File: src/rtl/shift_register_univ.sv
// Universal shift register with shift/rotate/bounce/load modes and a built-in step prescaler.
// Optional WRAP_CNT_EN adds an 8-bit counter of rotate wrap-arounds and bounce reversals.
module shift_register_univ #(
    parameter int unsigned WIDTH = 8,
    parameter int unsigned DIV_W = 4
) (
    input  logic             CP,
    input  logic             clr_n,
    input  logic             en,
    input  logic [2:0]       mode,
    input  logic [DIV_W-1:0] div,
    input  logic             DSR,
    input  logic             DSL,
    input  logic [WIDTH-1:0] D,
    output logic [WIDTH-1:0] Q,
    output logic             dir,
`ifdef WRAP_CNT_EN
    output logic [7:0]       wrap_cnt,
`endif
    output logic             tick
);

    localparam int unsigned WRAP_W = 8;

    localparam logic [2:0] MODE_SR     = 3'd1;
    localparam logic [2:0] MODE_SL     = 3'd2;
    localparam logic [2:0] MODE_RR     = 3'd3;
    localparam logic [2:0] MODE_RL     = 3'd4;
    localparam logic [2:0] MODE_BOUNCE = 3'd5;
    localparam logic [2:0] MODE_LOAD   = 3'd6;

    logic [DIV_W-1:0] cnt;
    logic [DIV_W-1:0] cnt_nxt;
    logic [WIDTH-1:0] q_nxt;
    logic             dir_nxt;
    logic             step;
    logic             stepping_mode;
    logic             wrap_hit;
    logic [WIDTH-1:0] rot_r;
    logic [WIDTH-1:0] rot_l;

    assign rot_r         = {Q[0], Q[WIDTH-1:1]};
    assign rot_l         = {Q[WIDTH-2:0], Q[WIDTH-1]};
    assign stepping_mode = (mode >= MODE_SR) && (mode <= MODE_BOUNCE);

    // Prescaler and next-state datapath
    always_comb begin
        step     = 1'b0;
        cnt_nxt  = '0;
        q_nxt    = Q;
        dir_nxt  = dir;
        wrap_hit = 1'b0;

        // '>=' lets a lowered div take effect on the very next enabled cycle
        if (en && stepping_mode) begin
            if (cnt >= div) begin
                step = 1'b1;
            end else begin
                cnt_nxt = cnt + DIV_W'(1);
            end
        end

        if (en && (mode == MODE_LOAD)) begin
            q_nxt = D;
        end else if (step) begin
            case (mode)
                MODE_SR: q_nxt = {DSR, Q[WIDTH-1:1]};
                MODE_SL: q_nxt = {Q[WIDTH-2:0], DSL};
                MODE_RR: begin
                    q_nxt    = rot_r;
                    wrap_hit = Q[0];
                end
                MODE_RL: begin
                    q_nxt    = rot_l;
                    wrap_hit = Q[WIDTH-1];
                end
                MODE_BOUNCE: begin
                    // An all-zero pattern has no edge to bounce off, so it just sits
                    if (Q != '0) begin
                        if (!dir) begin
                            if (Q[WIDTH-1]) begin
                                dir_nxt  = 1'b1;
                                q_nxt    = rot_r;
                                wrap_hit = 1'b1;
                            end else begin
                                q_nxt = rot_l;
                            end
                        end else begin
                            if (Q[0]) begin
                                dir_nxt  = 1'b0;
                                q_nxt    = rot_l;
                                wrap_hit = 1'b1;
                            end else begin
                                q_nxt = rot_r;
                            end
                        end
                    end
                end
                default: ;
            endcase
        end
    end

    // State registers
    always_ff @(posedge CP or negedge clr_n) begin
        if (!clr_n) begin
            Q    <= '0;
            dir  <= 1'b0;
            tick <= 1'b0;
            cnt  <= '0;
        end else begin
            Q    <= q_nxt;
            dir  <= dir_nxt;
            tick <= step;
            cnt  <= cnt_nxt;
        end
    end

`ifdef WRAP_CNT_EN
    always_ff @(posedge CP or negedge clr_n) begin
        if (!clr_n) begin
            wrap_cnt <= '0;
        end else begin
            wrap_cnt <= wrap_cnt + WRAP_W'(wrap_hit);
        end
    end
`else
    logic unused_wrap;
    assign unused_wrap = wrap_hit;
`endif

endmodule
File: config.mk
export PLATFORM = sky130hd
export DESIGN_NAME = shift_register_univ
export DESIGN_NICKNAME = d
export VERILOG_FILES = /design/src/rtl/shift_register_univ.sv
export SDC_FILE = /design/constraint.sdc
export NUM_CORES = 1
export LEC_CHECK = 0
export CORE_UTILIZATION = 48
export DETAILED_ROUTE_END_ITERATION = 7
export PLACE_DENSITY = 0.79
export SYNTH_ARGS = -nofsm -noshare
export SYNTH_HDL_FRONTEND = slang
export SYNTH_SLANG_ARGS = --single-unit
export TNS_END_PERCENT = 100
File: constraint.sdc
create_clock -name CP -period 2.3 [get_ports CP]
set_clock_uncertainty 0.05 [all_clocks]
set_input_delay 0.575 -clock CP [delete_from_list [all_inputs] [get_ports CP]]
set_output_delay 0.575 -clock CP [all_outputs]
set_load 0.01 [all_outputs]
==> results.ini, run 1 <==
[cts]
clock-sinks = 14
clock_latency_ns = 0.27
numCtsBuffers = 3
clock_path_buffers = 2
cts_tree = built
clock-root-buffer = clkbuf_4
cts_max_level = 1
clk_pin_slew_worst_paths_ns = 0.08

[power]
powerDensity_nw_per_um2 = 645
power.leakage_nw = 0.727
power_mw = 1.08
irDropWorstVdd_v = 0.000646

[detailed_routing]
drt_wl_total_um = 3340
via_per_inst = 5.84
drc_errors = 0
initialDrtViolationCount = 38
wl_per_cell_um = 15.8
antenna_left = 0
dr.pass1.iters = 4
routed-via-count = 1232

[worst_setup_path]
path_cells = clkdlybuf4s50_1 > ha_1 > o21ai_2 > buf_4 > a211oi_4 > o2111ai_4 > mux2_4
cpLargestDelayFamily = compound AO/OA/AOI/OAI gates
path_buf_inv = 2
cp.arrival_ns = 2.33
path_class = in -> reg
reg2reg_from = cnt[2]
cp_slowest_cell = clkdlybuf4s50_1
cp.required_ns = 2.41
critPathMaxFanout = 6
cp-end-kind = flop
rrSetupSlack_ns = 0.20
max_stage_delay_ns = 0.40
crit_start = div[0]
start_kind = primary input

[layout]
drive_above_1_share_pct = 24.6
final_common_cell = clkdlybuf4s50_1
area_growth_pct = 44.9
fill_cells = 178
nets = 210
layout_common_cells = 25 x clkdlybuf4s50_1, 21 x buf_4, 14 x dfrtp_1
antenna_cells = 0

[global_routing]
antenna_found_initial = 0
grt.overflow.total = 0
grt_usage_pct = 27.5
grt_pass1_vias = 1207
grt_pass1_wl_um = 5290
grt_max_degree = 15

[timing]
fmaxAchievable_ghz = 0.451
fin_crit_sh_pct = 96.4
worst_slew_pin_slew_ns = 0.610
max_slew_margin_pct = 59.2
hold_viol = 0
final.setup.worst_slack_ns = 0.0820
rsz0062_at_grt = no
setup_viol = 0
slew_viol_final = 0
period_minus_slack_ns = 2.22

[synthesis]
synth_cell_type_count = 37
syn-instance-count = 135
ys.flop_type = dfrtp_1
avgSynthCellArea_um2 = 8.55
async_flop_share_pct = 100
synth_fp_nets = 160
yosys-top-cells-area = dfrtp_1 30%, mux2_2 6.8%, ha_1 5.4%
synth-seq-area-share_pct = 30.3
yosysTopAreaCell = dfrtp_1
ys_warn_count = 0
synth_edf_count = 0
yosysTopAreaCellShare_pct = 30.3
synthesis.area_um2 = 1150
ys_ff_latch = 14

[place]
dp_hpwl_um = 2450
gp_congestion = 0.888
dp_slack_ns = -0.370
io_buffers = 29

[min_path]
hp-class = reg -> reg
hp-start = cnt[0]

[die]
io_pins = 30
die_x_um = 51.1
fp.coreArea_um2 = 2230
start_util_pct = 51.7
die_area_um2 = 2610
die_y_um = 51.1
rows = 17

[job]
drv_cap = 0

[run_status]
status = finished clean

[layer usage]
metal	GRT usage (%)	share of wire [%]	up-vias
met1	35.8	43	594
met3	2.98	4.5	6
met4	9.72	1.1	0
met5	0	0	-
li1	-	-	591
met2	46.7	51	41
[layout make-up]
type	count	area [um2]	share of cell area, %
inverter	8	30.0	1.80
tap	28	35.0	2.09
sequential	14	350	20.9
multi-input combinational	108	781	46.7
clock buffer	3	22.5	1.35
timing repair buffer	50	454	27.2
[synth_stat cells, drive strengths merged, types with 5 or more instances]
cell    instances
inv             8
a21oi           8
ha              5
dfrtp          14
mux2            7
o211ai          5
a31oi           6
nand2          12
nor2           13
o21ai          14
buf             5
nand3           5
[stage by stage]
step	hold WS (ns)	area [um2]	utilization [%]	TNS [ns]	instances
after floorplan	0.229	1150	-	0	135
after global placement	0.426	1600	71.7	-1.97	207
after detailed placement	0.432	1600	71.7	-2.61	207
after CTS	0.442	1640	73.4	0	211
after global routing	0.456	1670	74.9	0	211
final	0.439	1670	74.9	0	211
[final timing paths]
check                          to  depth (start not counted)
max in group asynchronous  cnt[1]                          1
min                        cnt[0]                          1
max                          Q[4]                          7
max reg2reg                  Q[1]                          6
min reg2reg                cnt[0]                          1
min in group asynchronous    Q[5]                          1
[registers in the layout, indices dropped and copies added (netlist names)]
register,count
dir,1
tick,1
cnt,4
Q,8
[timing repair]
item / CTS / global route
pin swaps: 4 / 5
resized for setup: 4 / 8
endpoints found under the setup margin: 6 / 7
buffers inserted: 1 / 0
hold endpoints to repair: 0 / 0
hold buffers: 0 / 0
[logic make-up after synthesis]
logic type,after synthesis,synth area share (%)
AND/OR/NAND/NOR,50,22.9
AO/OA/AOI/OAI,44,27.8
flip-flops,14,30.3
buffers and inverters,13,5.20
multiplexers,7,6.83
adder cells (fa/ha/maj),5,5.42
XOR/XNOR,2,1.52
[where the power goes]
group / internal (mW) / leakage (nW) / switching [mW]
logic: 0.301 / 0.525 / 0.229
registers: 0.308 / 0.188 / 0.110
clock network: 0.0606 / 0.0138 / 0.0700
Power figures use the tool's default switching activity.
==> run 2: changes to the inputs <==
Settings changed: SLEW_MARGIN from default to 20.
==> results of run 2 <==
Final layout, timing and power as in run 1 (identical DEF).
==> run 3: changes to the inputs <==
Settings changed: GPL_ROUTABILITY_DRIVEN from default to 0.
==> results of run 3 <==
Final layout, timing and power as in run 1 (identical DEF).
